$ cat config.mk
export PLATFORM = sky130hd
export DESIGN_NAME = ram_arbiter_flat
export DESIGN_NICKNAME = d
export VERILOG_FILES = /design/src/rtl/ram_arbiter_if.sv /design/src/rtl/ram_arbiter.sv /design/src/flat_wrapper.sv
export SDC_FILE = /design/constraint.sdc
export NUM_CORES = 1
export LEC_CHECK = 0
export CORE_MARGIN = 2
export CORE_UTILIZATION = 42
export DETAILED_ROUTE_END_ITERATION = 8
export PLACE_DENSITY = 0.79
export SLEW_MARGIN = 20
export SYNTH_ARGS = -nofsm -noshare
export SYNTH_HDL_FRONTEND = slang
export SYNTH_SLANG_ARGS = --single-unit
$ cat constraint.sdc
create_clock -name clk -period 2.2 [get_ports clk]
set_clock_uncertainty 0.1 [all_clocks]
set_input_delay 0.44 -clock clk [delete_from_list [all_inputs] [get_ports clk]]
set_output_delay 0.44 -clock clk [all_outputs]
set_load 0.005 [all_outputs]
$ cat src/rtl/ram_arbiter_if.sv
// Bundle of the two requester ports and the RAM-side port of ram_arbiter.
// The master modport is the arbiter side. The slave modport is the
// environment side: requesters plus the RAM.
interface ram_arbiter_if #(
    parameter int AW = 4,
    parameter int DW = 8
);
    logic          a_req;
    logic          a_we;
    logic [AW-1:0] a_addr;
    logic [DW-1:0] a_wdata;
    logic          a_gnt;
    logic          a_rvalid;
    logic [DW-1:0] a_rdata;

    logic          b_req;
    logic          b_we;
    logic [AW-1:0] b_addr;
    logic [DW-1:0] b_wdata;
    logic          b_gnt;
    logic          b_rvalid;
    logic [DW-1:0] b_rdata;

    logic          ram_wr_enb;
    logic [AW-1:0] ram_wr_addr;
    logic [DW-1:0] ram_data_in;
    logic          ram_rd_enb;
    logic [AW-1:0] ram_rd_addr;
    logic [DW-1:0] ram_data_out;

    logic          busy;

    modport master (
        input  a_req, a_we, a_addr, a_wdata,
        output a_gnt, a_rvalid, a_rdata,
        input  b_req, b_we, b_addr, b_wdata,
        output b_gnt, b_rvalid, b_rdata,
        output ram_wr_enb, ram_wr_addr, ram_data_in,
        output ram_rd_enb, ram_rd_addr,
        input  ram_data_out,
        output busy
    );

    modport slave (
        output a_req, a_we, a_addr, a_wdata,
        input  a_gnt, a_rvalid, a_rdata,
        output b_req, b_we, b_addr, b_wdata,
        input  b_gnt, b_rvalid, b_rdata,
        input  ram_wr_enb, ram_wr_addr, ram_data_in,
        input  ram_rd_enb, ram_rd_addr,
        output ram_data_out,
        input  busy
    );
endinterface

$ cat src/rtl/ram_arbiter.sv
// Round-robin arbiter and sequencer that shares one RAM between requesters A and B.
// One command is in flight at a time: IDLE -> ISSUE -> (write) IDLE,
// or IDLE -> ISSUE -> WAIT x RD_LAT -> RESP -> IDLE for a read.
module ram_arbiter #(
    parameter int AW     = 4,
    parameter int DW     = 8,
    parameter int RD_LAT = 1
) (
    input logic          clk,
    input logic          rst,
    ram_arbiter_if.master bus
);
    localparam logic [1:0] IDLE  = 2'd0;
    localparam logic [1:0] ISSUE = 2'd1;
    localparam logic [1:0] WAIT  = 2'd2;
    localparam logic [1:0] RESP  = 2'd3;

    localparam logic [1:0] WAIT_LAST = 2'(RD_LAT - 1);

    logic [1:0]    state;
    logic          last_win;   // 1 = B won most recently
    logic          win;        // 1 = B owns the command in flight
    logic          cmd_we;
    logic [1:0]    wait_cnt;
    logic [AW-1:0] wr_addr_q;
    logic [AW-1:0] rd_addr_q;
    logic [DW-1:0] wdata_q;
    logic [DW-1:0] a_rdata_q;
    logic [DW-1:0] b_rdata_q;
    logic          pick_b;

    // Winner selection: a lone requester wins, and on a tie the one that did not win last time wins.
    always_comb begin
        pick_b = bus.b_req && (!bus.a_req || !last_win);
    end

    // Sequencer: arbitrate in IDLE, register the command, then step through issue/wait/response.
    always_ff @(posedge clk or posedge rst) begin
        if (rst) begin
            state     <= IDLE;
            last_win  <= 1'b1;
            win       <= 1'b0;
            cmd_we    <= 1'b0;
            wait_cnt  <= '0;
            wr_addr_q <= '0;
            rd_addr_q <= '0;
            wdata_q   <= '0;
            a_rdata_q <= '0;
            b_rdata_q <= '0;
        end else begin
            case (state)
                IDLE: begin
                    if (bus.a_req || bus.b_req) begin
                        win      <= pick_b;
                        last_win <= pick_b;
                        cmd_we   <= pick_b ? bus.b_we : bus.a_we;
                        if (pick_b ? bus.b_we : bus.a_we) begin
                            wr_addr_q <= pick_b ? bus.b_addr  : bus.a_addr;
                            wdata_q   <= pick_b ? bus.b_wdata : bus.a_wdata;
                        end else begin
                            rd_addr_q <= pick_b ? bus.b_addr : bus.a_addr;
                        end
                        state <= ISSUE;
                    end
                end
                ISSUE: begin
                    wait_cnt <= '0;
                    state    <= cmd_we ? IDLE : WAIT;
                end
                WAIT: begin
                    if (wait_cnt == WAIT_LAST) begin
                        if (win) b_rdata_q <= bus.ram_data_out;
                        else     a_rdata_q <= bus.ram_data_out;
                        state <= RESP;
                    end else begin
                        wait_cnt <= wait_cnt + 2'd1;
                    end
                end
                RESP: begin
                    state <= IDLE;
                end
            endcase
        end
    end

    assign bus.a_gnt       = (state == ISSUE) && !win;
    assign bus.b_gnt       = (state == ISSUE) &&  win;
    assign bus.ram_wr_enb  = (state == ISSUE) &&  cmd_we;
    assign bus.ram_rd_enb  = (state == ISSUE) && !cmd_we;
    assign bus.ram_wr_addr = wr_addr_q;
    assign bus.ram_data_in = wdata_q;
    assign bus.ram_rd_addr = rd_addr_q;
    assign bus.a_rvalid    = (state == RESP) && !win;
    assign bus.b_rvalid    = (state == RESP) &&  win;
    assign bus.a_rdata     = a_rdata_q;
    assign bus.b_rdata     = b_rdata_q;
    assign bus.busy        = (state != IDLE);
endmodule

$ cat src/flat_wrapper.sv
// flat-port wrapper written by rule: the top's interface ports become plain ports
module ram_arbiter_flat 
#(
    parameter int AW     = 4,
    parameter int DW     = 8,
    parameter int RD_LAT = 1
)
  (clk, rst, bus_a_req, bus_a_we, bus_a_addr, bus_a_wdata, bus_a_gnt, bus_a_rvalid, bus_a_rdata, bus_b_req, bus_b_we, bus_b_addr, bus_b_wdata, bus_b_gnt, bus_b_rvalid, bus_b_rdata, bus_ram_wr_enb, bus_ram_wr_addr, bus_ram_data_in, bus_ram_rd_enb, bus_ram_rd_addr, bus_ram_data_out, bus_busy);
  ram_arbiter_if #(.AW(AW), .DW(DW)) bus_i ();
  input logic clk;
  input logic rst;
  input wire logic [$bits(bus_i.a_req)-1:0] bus_a_req;
  input wire logic [$bits(bus_i.a_we)-1:0] bus_a_we;
  input wire logic [$bits(bus_i.a_addr)-1:0] bus_a_addr;
  input wire logic [$bits(bus_i.a_wdata)-1:0] bus_a_wdata;
  output wire logic [$bits(bus_i.a_gnt)-1:0] bus_a_gnt;
  output wire logic [$bits(bus_i.a_rvalid)-1:0] bus_a_rvalid;
  output wire logic [$bits(bus_i.a_rdata)-1:0] bus_a_rdata;
  input wire logic [$bits(bus_i.b_req)-1:0] bus_b_req;
  input wire logic [$bits(bus_i.b_we)-1:0] bus_b_we;
  input wire logic [$bits(bus_i.b_addr)-1:0] bus_b_addr;
  input wire logic [$bits(bus_i.b_wdata)-1:0] bus_b_wdata;
  output wire logic [$bits(bus_i.b_gnt)-1:0] bus_b_gnt;
  output wire logic [$bits(bus_i.b_rvalid)-1:0] bus_b_rvalid;
  output wire logic [$bits(bus_i.b_rdata)-1:0] bus_b_rdata;
  output wire logic [$bits(bus_i.ram_wr_enb)-1:0] bus_ram_wr_enb;
  output wire logic [$bits(bus_i.ram_wr_addr)-1:0] bus_ram_wr_addr;
  output wire logic [$bits(bus_i.ram_data_in)-1:0] bus_ram_data_in;
  output wire logic [$bits(bus_i.ram_rd_enb)-1:0] bus_ram_rd_enb;
  output wire logic [$bits(bus_i.ram_rd_addr)-1:0] bus_ram_rd_addr;
  input wire logic [$bits(bus_i.ram_data_out)-1:0] bus_ram_data_out;
  output wire logic [$bits(bus_i.busy)-1:0] bus_busy;
  assign bus_i.a_req = bus_a_req;
  assign bus_i.a_we = bus_a_we;
  assign bus_i.a_addr = bus_a_addr;
  assign bus_i.a_wdata = bus_a_wdata;
  assign bus_a_gnt = bus_i.a_gnt;
  assign bus_a_rvalid = bus_i.a_rvalid;
  assign bus_a_rdata = bus_i.a_rdata;
  assign bus_i.b_req = bus_b_req;
  assign bus_i.b_we = bus_b_we;
  assign bus_i.b_addr = bus_b_addr;
  assign bus_i.b_wdata = bus_b_wdata;
  assign bus_b_gnt = bus_i.b_gnt;
  assign bus_b_rvalid = bus_i.b_rvalid;
  assign bus_b_rdata = bus_i.b_rdata;
  assign bus_ram_wr_enb = bus_i.ram_wr_enb;
  assign bus_ram_wr_addr = bus_i.ram_wr_addr;
  assign bus_ram_data_in = bus_i.ram_data_in;
  assign bus_ram_rd_enb = bus_i.ram_rd_enb;
  assign bus_ram_rd_addr = bus_i.ram_rd_addr;
  assign bus_i.ram_data_out = bus_ram_data_out;
  assign bus_busy = bus_i.busy;
  ram_arbiter #(.AW(AW), .DW(DW), .RD_LAT(RD_LAT)) u_core (.clk(clk), .rst(rst), .bus(bus_i));
endmodule
==> results.toml <==
[status]
status = "finished clean"

[synthesis]
syn_area_um2 = 1828
synthCells = 162
netlist.area_leader.share = 0.5202
yosysWarnings = 0
ys_ff_latch = 39
synth_area_leaders = "dfrtp_1 52%, mux2_2 15%, o22ai_2 6.8%"
synth_top_area_cell = "dfrtp_1"
ys_seq_area_frac = 0.5346
synth_cell_types = 26
syn_area_per_cell_um2 = 11.28
synthesis.nets = 201

[clock_tree]
clock_path_buffers = 2
clock-sinks = 39
ctsHtreeMaxLevel = 2
cts_buffers = 5
cts_tree = "built"
clock_latency_ns = 0.29
clkTransAtPathRegs_ns = 0.07
cts-root-buf = "clkbuf_8"

[finish]
mostFrequentLayoutCell = "clkdlybuf4s50_1"
instances_no_fill = 300
drive_above_1_share = 0.2520
regArea_um2 = 979.7
multi_input_area_um2 = 783.3
syn2layout_area_growth_pct = 53.25
fin_area_um2 = 2801
antenna-diode-count = 0
utilization = 0.6855
fillers = 322
nNetsFinal = 289
layout_common_cells = "73 x clkdlybuf4s50_1, 36 x dfrtp_1, 30 x nor2_1"

[worst_hold_path]
hold_path_depth = 1
hp-class = "reg -> reg"

[placement]
hpwl_um = 3182
place_congestion = 0.7370
dp_cells = 291
portBuffers = 76
post_dp_cell_area_um2 = 2684

[global_route]
grt_use_total = 0.1921
grt_pass1_wl_um = 7465
antenna_found_initial = 0
grt_pass1_vias = 1571
overflow = 0
grt_max_degree = 40

[power]
cellLeakagePower_uw = 0.001237
max-vdd-ir-drop_mv = 0.7621
finalPower_uw = 3526
p_per_area_nw_per_um2 = 1259

[floorplan]
dieHeight_um = 69.97
io_pins = 77
dieArea_um2 = 4896
die_w_um = 69.97
placementRows = 23
core_area_um2 = 4086
initial_core_util = 0.4473

[routing]
wl_um = 4394
postRouteAntennaNets = 0
drc = 0
dr.pass1.iters = 4
vias = 1508
viasPerCell = 5.027
initialDrtViolationCount = 75
wl_per_cell_um = 14.65

[worst_setup_path]
crit_arrival_ns = 1.57
end_kind = "primary output"
worst-endpoint-required_ns = 1.66
cp_max_fo = 6
rr_worst_depth = 4
critPathKind = "reg -> out"
startpoint_type = "flop"

[timing]
slew_viol_final = 0
setup_viol = 0
fmax_mhz = 473.1
holdWs_ns = 0.3894
final.period_utilization = 0.9607
fin_crit_ns = 2.114
grt_setup_unrepaired = "no"
hold_viol_final = 0
worstMarginPinSlew_ns = 0.4873
relSlewSlack = 0.6751

[job]
drv_cap = 0
-- cells in the mapped netlist --
library cell  instances
o22ai_1               2
buf_2                 1
mux2_2               25
o21a_1                1
ha_1                  1
a21bo_1               1
a21o_1                1
nor2_2                2
a31oi_1               1
o2111ai_1             1
or4b_4                1
nand2b_1              3
nor3_1               13
inv_1                 8
o22ai_2              10
nor2_1               31
o21ai_0               4
a21oi_1               3
or2_2                 1
dfrtp_1              38
dfstp_2               1
clkbuf_1              4
buf_6                 2
a22o_1                2
nand2_1               4
or3_1                 1
-- report_power, final --
group	total [µW]	switching (µW)	internal, µW
sequential	1320	254	1070
combinational	1720	597	1120
clock	488	242	246
-- cells by family after synthesis --
| group | Yosys count | share of synthesized area |
|---|---|---|
| buffers and inverters | 15 | 0.03969 |
| muxes | 25 | 0.1540 |
| and+or+nand+nor | 56 | 0.1389 |
| adders and majority gates | 1 | 0.006844 |
| AOI/OAI and AO/OA | 26 | 0.1259 |
| DFF | 39 | 0.5346 |
-- layer usage --
layer	vias to the layer above	part of all wire	track usage
li1	740	-	-
met1	718	0.43	0.2373
met2	39	0.50	0.3217
met3	11	0.038	0.03030
met4	0	0.030	0.1026
met5	-	0	0
-- what timing repair did --
item | in CTS | in global routing
setup endpoints to repair | 0 | 5
hold buffers | 0 | 0
gates resized for setup | 0 | 7
setup buffers | 0 | 2
-- worst max-delay path: stages, from the launching register on --
cell and delay, ns:
dfrtp_2 0.45, nand2b_2 0.22, nor2_1 0.10, clkdlybuf4s50_1 0.51
-- sequential cells by signal, indices dropped and copies added, names as in the netlist, named ones only --
signal	count
u_core.bus.a_rdata	8
u_core.bus.b_rdata	8
u_core.bus.ram_data_in	8
u_core.bus.ram_rd_addr	4
u_core.bus.ram_wr_addr	4
u_core.cmd_we	1
u_core.last_win	1
u_core.state	1
u_core.wait_cnt	2
u_core.win	1
-- area by class of cell --
cell class              count  share of cell area
multi-input cells         108              0.2796
well taps                  50             0.02233
clock inverters             1            0.001787
inverters                   8             0.01072
repair buffers             88              0.3064
clock buffers               6             0.02948
flip-flops and latches     39              0.3497
-- path summary, 6_finish.rpt --
path	start	slack (ns)	to
hold reg to reg	u_core.cmd_we	0.39	flop
min in group asynchronous	rst	0.48	u_core.bus.b_rdata[7]
hold / removal	u_core.cmd_we	0.39	flop
setup reg to reg	u_core.last_win	0.30	u_core.bus.ram_rd_addr[2]
setup / recovery	flop	0.09	bus_a_gnt
max in group asynchronous	rst	1.16	u_core.last_win
-- per-stage QoR --
stage	setup slack [ns]	setup TNS [ns]
2_1_floorplan	0.3407	0
3_3_place_gp	-0.06345	-0.7453
3_5_place_dp	-0.07914	-0.9238
4_1_cts	0.02929	0
5_1_grt	0.008076	0
6_report	0.08647	0
(Power assumes the default switching activity.)
